File: src/rtl/cam_capture_ctrl_mf_pkg.sv
// Shared types for the multi-frame camera capture controller.
package cam_pkg;
    localparam int PIX_W_DEF = 12;
    localparam int PPC_DEF   = 4;

    typedef enum logic [2:0] {
        IDLE, WAIT_EOF, WAIT_SOF, CAP, DONE
    } cap_state_e;

    typedef enum logic [1:0] {
        TM_GRAD     = 2'd0,
        TM_CHECK    = 2'd1,
        TM_FLAT     = 2'd2,
        TM_GRAD_ALT = 2'd3
    } test_mode_e;

    typedef enum logic [1:0] {
        TG_IDLE, TG_SOF, TG_GAP, TG_BEAT
    } tpg_state_e;
endpackage

File: src/rtl/cam_capture_ctrl_mf_if.sv
// Camera-side input beat and forwarded output beat bundle.
interface cam_capture_ctrl_mf_if #(
    parameter int PIX_W = 12,
    parameter int PPC   = 4
);
    logic                   cl_frame_valid;
    logic                   cl_new_frame;
    logic                   cl_pix_vld;
    logic [PIX_W*PPC-1:0]   cl_pixel;
    logic [PIX_W*PPC-1:0]   out_pixel;
    logic                   out_vld;
    logic                   out_sof;
    logic                   out_eol;
    logic                   out_eof;

    modport master (
        output cl_frame_valid, cl_new_frame, cl_pix_vld, cl_pixel,
        input  out_pixel, out_vld, out_sof, out_eol, out_eof
    );
    modport slave (
        input  cl_frame_valid, cl_new_frame, cl_pix_vld, cl_pixel,
        output out_pixel, out_vld, out_sof, out_eol, out_eof
    );
endinterface

File: src/rtl/cam_test_pattern_gen.sv
// Built-in frame source: SOF pulse, then per line a gap and a burst of beats.
module cam_test_pattern_gen
    import cam_pkg::*;
#(
    parameter int PIX_W    = 12,
    parameter int PPC      = 4,
    parameter int DIM_W    = 16,
    parameter int LINE_GAP = 255
) (
    input  logic                 sys_clk,
    input  logic                 sys_rst,
    input  logic                 start,
    input  logic                 abort,
    input  test_mode_e           mode,
    input  logic [DIM_W-1:0]     width,
    input  logic [DIM_W-1:0]     height,
    output logic                 frame_valid,
    output logic                 new_frame,
    output logic                 pix_vld,
    output logic [PIX_W*PPC-1:0] pixel
);
    localparam int GW = (LINE_GAP > 1) ? $clog2(LINE_GAP) : 1;
    localparam logic [DIM_W-1:0] PPC_D = DIM_W'(PPC);
    localparam tpg_state_e GAP_ST = (LINE_GAP == 0) ? TG_BEAT : TG_GAP;

    tpg_state_e       st;
    test_mode_e       md;
    logic [GW-1:0]    gap;
    logic [DIM_W-1:0] col, line, wlim, hlim, lc;
    logic             cb;

    always_ff @(posedge sys_clk or posedge sys_rst) begin
        if (sys_rst) begin
            st   <= TG_IDLE;
            md   <= TM_GRAD;
            gap  <= '0;
            col  <= '0;
            line <= '0;
            wlim <= '0;
            hlim <= '0;
        end else if (abort) begin
            st <= TG_IDLE;
        end else if (start) begin
            st   <= TG_SOF;
            md   <= mode;
            gap  <= '0;
            col  <= '0;
            line <= '0;
            wlim <= width - PPC_D;
            hlim <= height - DIM_W'(1);
        end else begin
            unique case (st)
                TG_SOF: st <= GAP_ST;
                TG_GAP: begin
                    if (gap == GW'(LINE_GAP - 1)) begin
                        gap <= '0;
                        st  <= TG_BEAT;
                    end else begin
                        gap <= gap + GW'(1);
                    end
                end
                TG_BEAT: begin
                    if (col == wlim) begin
                        col <= '0;
                        if (line == hlim) begin
                            st <= TG_IDLE;
                        end else begin
                            line <= line + DIM_W'(1);
                            st   <= GAP_ST;
                        end
                    end else begin
                        col <= col + PPC_D;
                    end
                end
                default: ;
            endcase
        end
    end

    assign frame_valid = (st != TG_IDLE);
    assign new_frame   = (st == TG_SOF);
    assign pix_vld     = (st == TG_BEAT);

    always_comb begin
        pixel = '0;
        lc    = '0;
        cb    = 1'b0;
        for (int k = 0; k < PPC; k++) begin
            lc = col + DIM_W'(k);
            cb = line[3] ^ lc[3];
            unique case (md)
                TM_CHECK: pixel[k*PIX_W +: PIX_W] = {PIX_W{cb}};
                TM_FLAT:  pixel[k*PIX_W +: PIX_W] = '1;
                default:  pixel[k*PIX_W +: PIX_W] = PIX_W'(line + lc);
            endcase
        end
    end
endmodule

File: src/rtl/cam_capture_ctrl_mf.sv
// Multi-frame capture controller: arms, syncs to a frame boundary, forwards N frames.
module cam_capture_ctrl_mf
    import cam_pkg::*;
#(
    parameter int PIX_W    = PIX_W_DEF,
    parameter int PPC      = PPC_DEF,
    parameter int DIM_W    = 16,
    parameter int LINE_GAP = 255
) (
    input  logic             sys_clk,
    input  logic             sys_rst,
    cam_capture_ctrl_mf_if.slave bus,
    input  logic [DIM_W-1:0] img_width,
    input  logic [DIM_W-1:0] img_height,
    input  logic [DIM_W-1:0] frame_count,
    input  logic             test_en,
    input  logic [1:0]       test_mode,
    input  logic             capture,
    input  logic             stop,
    output logic             busy,
    output logic             capture_end,
    output logic [DIM_W-1:0] frames_done,
    output logic             frame_err
);
    localparam int BW = PIX_W * PPC;
    localparam logic [DIM_W-1:0] PPC_D = DIM_W'(PPC);

    cap_state_e       state, state_n;
    logic             src_test, stop_pend;
    logic [DIM_W-1:0] col, line, wlim, hlim, fd_inc;
    logic             fv, nf, pv, arm_fv;
    logic [BW-1:0]    px;
    logic             t_fv, t_nf, t_pv, t_start, t_abort;
    logic [BW-1:0]    t_px;
    logic             is_eol, is_eof, eof_beat, abort_frm, fwd, fin, restart;

    cam_test_pattern_gen #(
        .PIX_W(PIX_W), .PPC(PPC), .DIM_W(DIM_W), .LINE_GAP(LINE_GAP)
    ) u_tpg (
        .sys_clk     (sys_clk),
        .sys_rst     (sys_rst),
        .start       (t_start),
        .abort       (t_abort),
        .mode        (test_mode_e'(test_mode)),
        .width       (img_width),
        .height      (img_height),
        .frame_valid (t_fv),
        .new_frame   (t_nf),
        .pix_vld     (t_pv),
        .pixel       (t_px)
    );

    assign fv     = src_test ? t_fv : bus.cl_frame_valid;
    assign nf     = src_test ? t_nf : bus.cl_new_frame;
    assign pv     = src_test ? t_pv : bus.cl_pix_vld;
    assign px     = src_test ? t_px : bus.cl_pixel;
    assign arm_fv = test_en ? t_fv : bus.cl_frame_valid;

    assign is_eol = (col == wlim);
    assign is_eof = is_eol && (line == hlim);
    assign fd_inc = (&frames_done) ? frames_done : frames_done + DIM_W'(1);

    always_ff @(posedge sys_clk or posedge sys_rst) begin
        if (sys_rst) state <= IDLE;
        else         state <= state_n;
    end

    always_comb begin
        state_n = state;
        unique case (state)
            IDLE:     if (capture) state_n = arm_fv ? WAIT_EOF : WAIT_SOF;
            WAIT_EOF: if (stop) state_n = DONE;
                      else if (!fv) state_n = WAIT_SOF;
            WAIT_SOF: if (stop) state_n = DONE;
                      else if (nf) state_n = CAP;
            CAP:      if (eof_beat) state_n = fin ? DONE : WAIT_SOF;
            DONE:     state_n = IDLE;
            default:  state_n = IDLE;
        endcase
    end

    // eof wins over a coincident new_frame; that new_frame is dropped
    always_comb begin
        busy        = (state != IDLE);
        capture_end = (state == DONE);
        t_abort     = (state == DONE);
        eof_beat    = (state == CAP) && pv && is_eof;
        abort_frm   = (state == CAP) && nf && !eof_beat;
        fwd         = (state == CAP) && pv && !abort_frm;
        fin         = eof_beat && (stop_pend || stop ||
                      ((frame_count != '0) && (fd_inc == frame_count)));
        restart     = abort_frm || ((state == WAIT_SOF) && (state_n == CAP));
        t_start     = (state_n == WAIT_SOF) && (state != WAIT_SOF) &&
                      ((state == IDLE) ? test_en : src_test);
    end

    always_ff @(posedge sys_clk or posedge sys_rst) begin
        if (sys_rst) begin
            bus.out_pixel <= '0;
            bus.out_vld   <= 1'b0;
            bus.out_sof   <= 1'b0;
            bus.out_eol   <= 1'b0;
            bus.out_eof   <= 1'b0;
            src_test      <= 1'b0;
            stop_pend     <= 1'b0;
            col           <= '0;
            line          <= '0;
            wlim          <= '0;
            hlim          <= '0;
            frames_done   <= '0;
            frame_err     <= 1'b0;
        end else begin
            bus.out_vld <= fwd;
            bus.out_sof <= fwd && (col == '0) && (line == '0);
            bus.out_eol <= fwd && is_eol;
            bus.out_eof <= fwd && is_eof;
            if (fwd) bus.out_pixel <= px;
            if (state == IDLE && capture) begin
                src_test    <= test_en;
                frames_done <= '0;
                frame_err   <= 1'b0;
            end
            if (state == DONE) begin
                src_test  <= 1'b0;
                stop_pend <= 1'b0;
            end
            if (state == CAP && stop) stop_pend <= 1'b1;
            if (abort_frm) frame_err <= 1'b1;
            if (eof_beat) frames_done <= fd_inc;
            if (restart) begin
                col  <= '0;
                line <= '0;
                wlim <= img_width - PPC_D;
                hlim <= img_height - DIM_W'(1);
            end else if (fwd) begin
                if (is_eol) begin
                    col  <= '0;
                    line <= line + DIM_W'(1);
                end else begin
                    col <= col + PPC_D;
                end
            end
        end
    end
endmodule

File: src/flat_wrapper.sv
// flat-port wrapper written by rule: the top's interface ports become plain ports
module cam_capture_ctrl_mf_flat import cam_pkg::*;
#(
    parameter int PIX_W    = PIX_W_DEF,
    parameter int PPC      = PPC_DEF,
    parameter int DIM_W    = 16,
    parameter int LINE_GAP = 255
)
  (sys_clk, sys_rst, img_width, img_height, frame_count, test_en, test_mode, capture, stop, busy, capture_end, frames_done, frame_err, bus_cl_frame_valid, bus_cl_new_frame, bus_cl_pix_vld, bus_cl_pixel, bus_out_pixel, bus_out_vld, bus_out_sof, bus_out_eol, bus_out_eof);
  cam_capture_ctrl_mf_if #(.PIX_W(PIX_W), .PPC(PPC)) bus_i ();
  input  logic sys_clk;
  input  logic sys_rst;
  input  logic [DIM_W-1:0] img_width;
  input  logic [DIM_W-1:0] img_height;
  input  logic [DIM_W-1:0] frame_count;
  input  logic test_en;
  input  logic [1:0] test_mode;
  input  logic capture;
  input  logic stop;
  output logic busy;
  output logic capture_end;
  output logic [DIM_W-1:0] frames_done;
  output logic frame_err;
  input wire logic [$bits(bus_i.cl_frame_valid)-1:0] bus_cl_frame_valid;
  input wire logic [$bits(bus_i.cl_new_frame)-1:0] bus_cl_new_frame;
  input wire logic [$bits(bus_i.cl_pix_vld)-1:0] bus_cl_pix_vld;
  input wire logic [$bits(bus_i.cl_pixel)-1:0] bus_cl_pixel;
  output wire logic [$bits(bus_i.out_pixel)-1:0] bus_out_pixel;
  output wire logic [$bits(bus_i.out_vld)-1:0] bus_out_vld;
  output wire logic [$bits(bus_i.out_sof)-1:0] bus_out_sof;
  output wire logic [$bits(bus_i.out_eol)-1:0] bus_out_eol;
  output wire logic [$bits(bus_i.out_eof)-1:0] bus_out_eof;
  assign bus_i.cl_frame_valid = bus_cl_frame_valid;
  assign bus_i.cl_new_frame = bus_cl_new_frame;
  assign bus_i.cl_pix_vld = bus_cl_pix_vld;
  assign bus_i.cl_pixel = bus_cl_pixel;
  assign bus_out_pixel = bus_i.out_pixel;
  assign bus_out_vld = bus_i.out_vld;
  assign bus_out_sof = bus_i.out_sof;
  assign bus_out_eol = bus_i.out_eol;
  assign bus_out_eof = bus_i.out_eof;
  cam_capture_ctrl_mf #(.PIX_W(PIX_W), .PPC(PPC), .DIM_W(DIM_W), .LINE_GAP(LINE_GAP)) u_core (.sys_clk(sys_clk), .sys_rst(sys_rst), .bus(bus_i), .img_width(img_width), .img_height(img_height), .frame_count(frame_count), .test_en(test_en), .test_mode(test_mode), .capture(capture), .stop(stop), .busy(busy), .capture_end(capture_end), .frames_done(frames_done), .frame_err(frame_err));
endmodule
File: config.mk
export PLATFORM = sky130hd
export DESIGN_NAME = cam_capture_ctrl_mf_flat
export DESIGN_NICKNAME = d
export VERILOG_FILES = /design/src/rtl/cam_capture_ctrl_mf_pkg.sv /design/src/rtl/cam_capture_ctrl_mf_if.sv /design/src/rtl/cam_test_pattern_gen.sv /design/src/rtl/cam_capture_ctrl_mf.sv /design/src/flat_wrapper.sv
export SDC_FILE = /design/constraint.sdc
export NUM_CORES = 1
export LEC_CHECK = 0
export ABC_CLOCK_PERIOD_IN_PS = 11900
export BUFFER_PORTS_ARGS = -buffer_cell sky130_fd_sc_hd__buf_2
export CELL_PAD_IN_SITES_DETAIL_PLACEMENT = 1
export CELL_PAD_IN_SITES_GLOBAL_PLACEMENT = 1
export CORE_ASPECT_RATIO = 0.7
export CORE_UTILIZATION = 48
export CTS_CLUSTER_SIZE = 30
export DETAILED_ROUTE_END_ITERATION = 7
export GPL_TIMING_DRIVEN = 0
export HOLD_SLACK_MARGIN = 0.1
export PLACE_DENSITY = 0.95
export SYNTH_ARGS = -nofsm -noshare
export SYNTH_HDL_FRONTEND = slang
export SYNTH_SLANG_ARGS = --single-unit
File: constraint.sdc
create_clock -name sys_clk -period 11.9 [get_ports sys_clk]
set_clock_uncertainty 0.05 [all_clocks]
set_input_delay 1.19 -clock sys_clk [delete_from_list [all_inputs] [get_ports sys_clk]]
set_output_delay 1.19 -clock sys_clk [all_outputs]
set_load 0.05 [all_outputs]
-- Word level (Yosys, flattened, before mapping)
Index checks and enable logic that the tools add are counted.
- add/sub/neg operators: 15
- multiply operators: 0
- divide/modulo/power cells: 0
- order comparisons: 0
- equality and inequality tests: 21
- shifts and indexed selects: 0
- mux-type cells: 50
- bitwise gates (word level): 5
- reduce and logical (&&, ||, !) cells: 45
- operator list (cell ; number):
    $mux 16 ; 16
    $pmux 12 s2 ; 4
    $eq 16x16->1 ; 5
    $add 12x12->12 ; 4
    $add 16x1->16 const B ; 3
    $mux 48 ; 1
    $add 16x3->16 const B ; 2
    $logic_not 16->1 ; 2
    $add 12x2->12 const B ; 2
    $mux 8 ; 3
    $mux 3 ; 7
    $reduce_bool 2->1 ; 10
    $logic_and 1x1->1 ; 17
    $reduce_and 16->1 ; 1
    $reduce_bool 16->1 ; 1
    $sub 16x1->16 const B ; 1
    $sub 16x3->16 const B ; 1
    $add 12x1->12 const B ; 1
    $eq 3x2->1 const B ; 4
    $mux 2 ; 6
    $pmux 3 s4 ; 1
    $mux 1 ; 11
    $add 8x1->8 const B ; 1
    $eq 8x8->1 const B ; 1
    19 further kinds ; 31
- register bits after elaboration: 214
- latch bits: 0
- RAM bits: 0
- bits in read-only memories: 0
- input port bits: 106
- logic and storage cells: 157
- memories kept: 0

-- Longest topological paths before layout
- depth in word-level cells: 14
- gate-level depth with buffers: 14
- mapped depth without buffers: 11

-- Modules after synthesis
A second synthesis with hierarchy kept.
- cells, all modules: 1577
- area, all modules: 13917.1 um^2
- modules (own cells, without submodules) (module ; instances ; cells each ; area an instance (um^2)):
    cam_capture_ctrl_mf ; 1 ; 855 ; 7995.2
    cam_test_pattern_gen ; 1 ; 722 ; 5921.9

-- Worst setup path before layout
No wires, ideal clock.
- path type: reg2reg
- start: register u_core.frames_done[1]
- end: register u_core.u_tpg.md[0]
- setup time: 0.118 ns
- arrival time: 3.307 ns
- slack: 8.426 ns
- cell stages (with the launch flop): 14
- cells stage by stage: dfrtp_1 ha_1 and3_1 buf_2 nand2_1 o311a_1 a2111o_1 a2111oi_1 nand4_2 and2_4 buf_6 buf_6 nand2_1 o21ai_2
- cells in the longest elaborated chain, start to end: 13
- RTL lines (what ; RTL line ; text):
    start, declared ; cam_capture_ctrl_mf.sv:22 ; output logic [DIM_W-1:0] frames_done,
    start signal, assigned ; cam_capture_ctrl_mf.sv:129 ; if (eof_beat) frames_done <= fd_inc;
    $add 16x1->16 or $reduce_and 16->1 (tied branches) ; cam_capture_ctrl_mf.sv:61 ; assign fd_inc = (&frames_done) ? frames_done : frames_done + DIM_W'(1);
    $mux 16 (*) ; cam_capture_ctrl_mf.sv:61 ;
    $eq 16x16->1 (*) ; cam_capture_ctrl_mf.sv:91 ; ((frame_count != '0) && (fd_inc == frame_count)));
    $logic_and 1x1->1 (*) ; cam_capture_ctrl_mf.sv:91 ;
    $logic_or 1x1->1 (*) ; cam_capture_ctrl_mf.sv:90 ; fin = eof_beat && (stop_pend || stop ||
    $logic_and 1x1->1 (*) ; cam_capture_ctrl_mf.sv:90 ;
    $mux 3 (*) (2 in series) ; cam_capture_ctrl_mf.sv:76 ; CAP: if (eof_beat) state_n = fin ? DONE : WAIT_SOF;
    $pmux 3 s4 (*) ; cam_capture_ctrl_mf.sv:70 ; unique case (state)
    $eq 3x2->1 (*) ; cam_capture_ctrl_mf.sv:93 ; t_start = (state_n == WAIT_SOF) && (state != WAIT_SOF) &&
    $logic_and 1x1->1 (*) (2 in series) ; cam_capture_ctrl_mf.sv:93 ;
    $reduce_and 2->1 (no line) (*) ; -- ;
    end signal, assigned ; cam_test_pattern_gen.sv:45 ; md <= mode;
    end, declared ; cam_test_pattern_gen.sv:27 ; test_mode_e md;
Every way passes the cells marked *; elsewhere a longest branch is shown, timed or not.
A chain may end at the register's enable or synchronous reset.

-- Final worst setup path
- start: register u_core.u_tpg.line[2]
- end: register u_core.bus.out_pixel[47]
- cells in the longest elaborated chain, start to end: 3
- RTL lines (what ; RTL line ; text):
    start, declared ; cam_test_pattern_gen.sv:29 ; logic [DIM_W-1:0] col, line, wlim, hlim, lc;
    start signal, assigned ; cam_test_pattern_gen.sv:68 ; line <= line + DIM_W'(1);
    $add 12x12->12 ; cam_test_pattern_gen.sv:94 ; default: pixel[k*PIX_W +: PIX_W] = PIX_W'(line + lc);
    $pmux 12 s2 ; cam_test_pattern_gen.sv:91 ; unique case (md)
    $mux 48 ; cam_capture_ctrl_mf.sv:56 ; assign px = src_test ? t_px : bus.cl_pixel;
    end signal, assigned ; cam_capture_ctrl_mf.sv:117 ; if (fwd) bus.out_pixel <= px;
    end, declared ; cam_capture_ctrl_mf_if.sv:22 ; output out_pixel, out_vld, out_sof, out_eol, out_eof
Every way passes these cells.

==> flow_summary.ini <==
[synthesis]
syn_area_per_cell_um2 = 8.57
ys_warn_count = 0
ys_top_cells_by_area = dfrtp_1, xor2_1, xnor2_1
synthCells = 1538
post-synth-top-count-cell = dfrtp_1
ys_dominant_reg_cell = dfrtp_1
synth.distinct_cells = 79
yosysSeqAreaShare = 0.399
netlist_area_um2 = 13200
syn_nets = 1689
async_flop_share = 1.00
yosys.area.top_type = dfrtp_1
synth_common_cells = dfrtp_1, nand2_1, nor2_1
ys_ff_latch = 210
synth_top_area_share = 0.399
synth-edff-count = 0

[die]
core_um2 = 26800
rows = 50
pin_count = 177
die-width_um = 200
start_util = 0.491
dieHeight_um = 141
dieArea_um2 = 28100

[setup_path]
crit_path_max_incr_delay_ps = 1110
critPathCaptureType = flip-flop
slowest_stage = a2111oi_0
crit_type = reg2reg
cp-start-kind = flip-flop
ff2ff_setup_slack_ps = 7470
crit_chain = ha_1 > ha_1 > a21oi_1 > o21ai_0 > a2111oi_0 > o31ai_1 > a21o_1 > a21oi_1 > xor2_1 > a21oi_1 > o21ai_0
cp.required_ps = 12290
path_max_fanout = 8
crit_path_frequent_cell = a21oi_1
critPathArrivalTime_ps = 4820
ff2ff_path_depth = 11

[clock_network]
ctsResizeCount = 0
cts_tree = done
clockBufferDepth = 3
cts-buffers-inserted = 23
insertion_delay_ps = 530
cts_hold_buffers = 0
htree_levels = 1
cts_sinks = 210
clk_root_buffer_cell = clkbuf_16
post_cts_buffers = 0
cts.clk_slew.worst_paths_ps = 70

[finish]
post-route-util = 0.570
nets = 1892
fillCellCount = 3255
antenna_cells = 0
drive_gt1_frac = 0.154
multiInputGateArea_um2 = 7330
syn_to_final_growth_pct = 16.0
register_area_um2 = 5260
final_cells = 2121

[grt]
grt.total_usage = 0.367
globalRouteOverflowTotal = 0
grt_max_degree = 120
grt_pass1_vias = 14100
grt_first_pass_wirelength_um = 80000
antenna_found_initial = 1

[timing]
layout_worst_path_cycle_share = 0.372
fin_crit_ps = 4430
fmax_mhz = 226
drv_slew = 0
rsz0062_at_grt = false
hold_viol_final = 0
slew_headroom = 0.166
worst_pin_slew_ps = 1220
setup_violations = 0
tns_ps = 0

[route]
first_iter_violations = 1219
dr.pass1.iters = 5
wl_um = 51500
drc = 0
ant_nets = 0
wl_per_cell_um = 24.3
vias = 13500
viasPerCell = 6.38

[power_and_ir_drop]
power_w = 0.00396
powerDensity_nw_per_um2 = 259
irDropWorstVdd_v = 0.000141
p_leak_nw = 7.05

[worst_hold_path]
hold_path.class = reg2reg
whs_path_depth = 1

[placement]
gp_congestion = 0.953
place.detailed.hpwl_um = 36600
io_buffers = 176
dp_cells = 2080

[flow_run]
cap_violations = 0

[status]
outcome = completed
critical path: cells and delay by family, from the launching register on:
| family | cells | cell delay [ps] |
|---|---|---|
| fa+ha+maj | 2 | 670 |
| compound gates | 8 | 2770 |
| xor+xnor | 1 | 180 |
| flops | 1 | 650 |
layout make-up:
cell class	count	share of cell area
clock inverters	8	0.00319
clock buffers	33	0.0440
flip-flops and latches	210	0.344
repair buffers	178	0.0601
plain buffers	100	0.0291
well taps	364	0.0298
multi-input cells	1185	0.479
inverters	43	0.0110
state kept, by name (all words and copies together), names as in the netlist, 2 cells and up:
name                  cells
u_core.u_tpg.st           2
u_core.u_tpg.col         14
u_core.line              16
u_core.frames_done       16
u_core.bus.out_pixel     48
u_core.u_tpg.wlim        16
u_core.wlim              16
u_core.u_tpg.gap          8
u_core.u_tpg.line        16
u_core.state              3
u_core.u_tpg.md           2
u_core.col               14
u_core.u_tpg.hlim        16
u_core.hlim              16
kinds of logic after synthesis:
family,share of synthesized area
muxes,0.00864
DFF,0.399
adders and majority gates,0.0433
buffers and inverters,0.0460
and+or+nand+nor,0.203
xor gates and xnor gates,0.117
AOI/OAI and AO/OA,0.184
final timing paths:
check	from	endpoint
setup / recovery	u_core.u_tpg.line[2]	u_core.bus.out_pixel[47]
hold / removal	u_core.frame_err	u_core.frame_err
setup reg to reg	u_core.u_tpg.line[2]	u_core.bus.out_pixel[47]
hold reg to reg	u_core.frame_err	u_core.frame_err
max in group asynchronous	sys_rst	u_core.line[9]
min in group asynchronous	sys_rst	u_core.frames_done[11]
cell usage in the layout, fill, tap and decap left out, types with 5 or more instances in the layout:
cell         n
clkbuf_16   23
and2_1       7
a311oi_1     6
clkbuf_8     6
and3_1      27
ha_1        44
nor2b_1     14
o21ai_2      9
buf_2      189
nor3_1      32
dfrtp_1    210
nand4_1     32
nor2_1     149
nand2b_1     6
xor2_1      91
mux2i_1      8
nand3_1     27
o21ai_1      6
o31ai_1     14
a21oi_1    128
a211oi_1    17
nor4_1      24
or3_1       11
a21o_1      15
buf_6        7
inv_1       41
nor3b_1      6
clkbuf_1    76
o41ai_1      6
o211ai_1     6
nand2_1    182
xnor2_1     82
o21bai_1     5
clkinv_2     5
and4_1       7
a22o_1       8
nand3b_1     5
a31oi_1     13
o21ai_0    130
stage by stage:
stage	setup slack, ps	area, um2	hold WS [ps]
after floorplan	4920	13200	397
after global placement	2480	14500	406
after detailed placement	7710	14600	412
after CTS	7530	15300	425
after global routing	7330	15300	443
final	7470	15300	419
layer usage:
metal	global-route usage	part of all wire	vias to the layer above	routed length [um]
li1	-	-	5798	-
met1	0.512	0.42	6780	21600
met2	0.567	0.45	779	23400
met3	0.0718	0.090	172	4630
met4	0.133	0.037	0	1890
met5	0	0	-	0
where the power goes:
part           switching (W)  internal, W
combinational        0.00140     0.000611
clock               0.000319     0.000394
sequential          0.000267     0.000967
(Power assumes the default switching activity.)
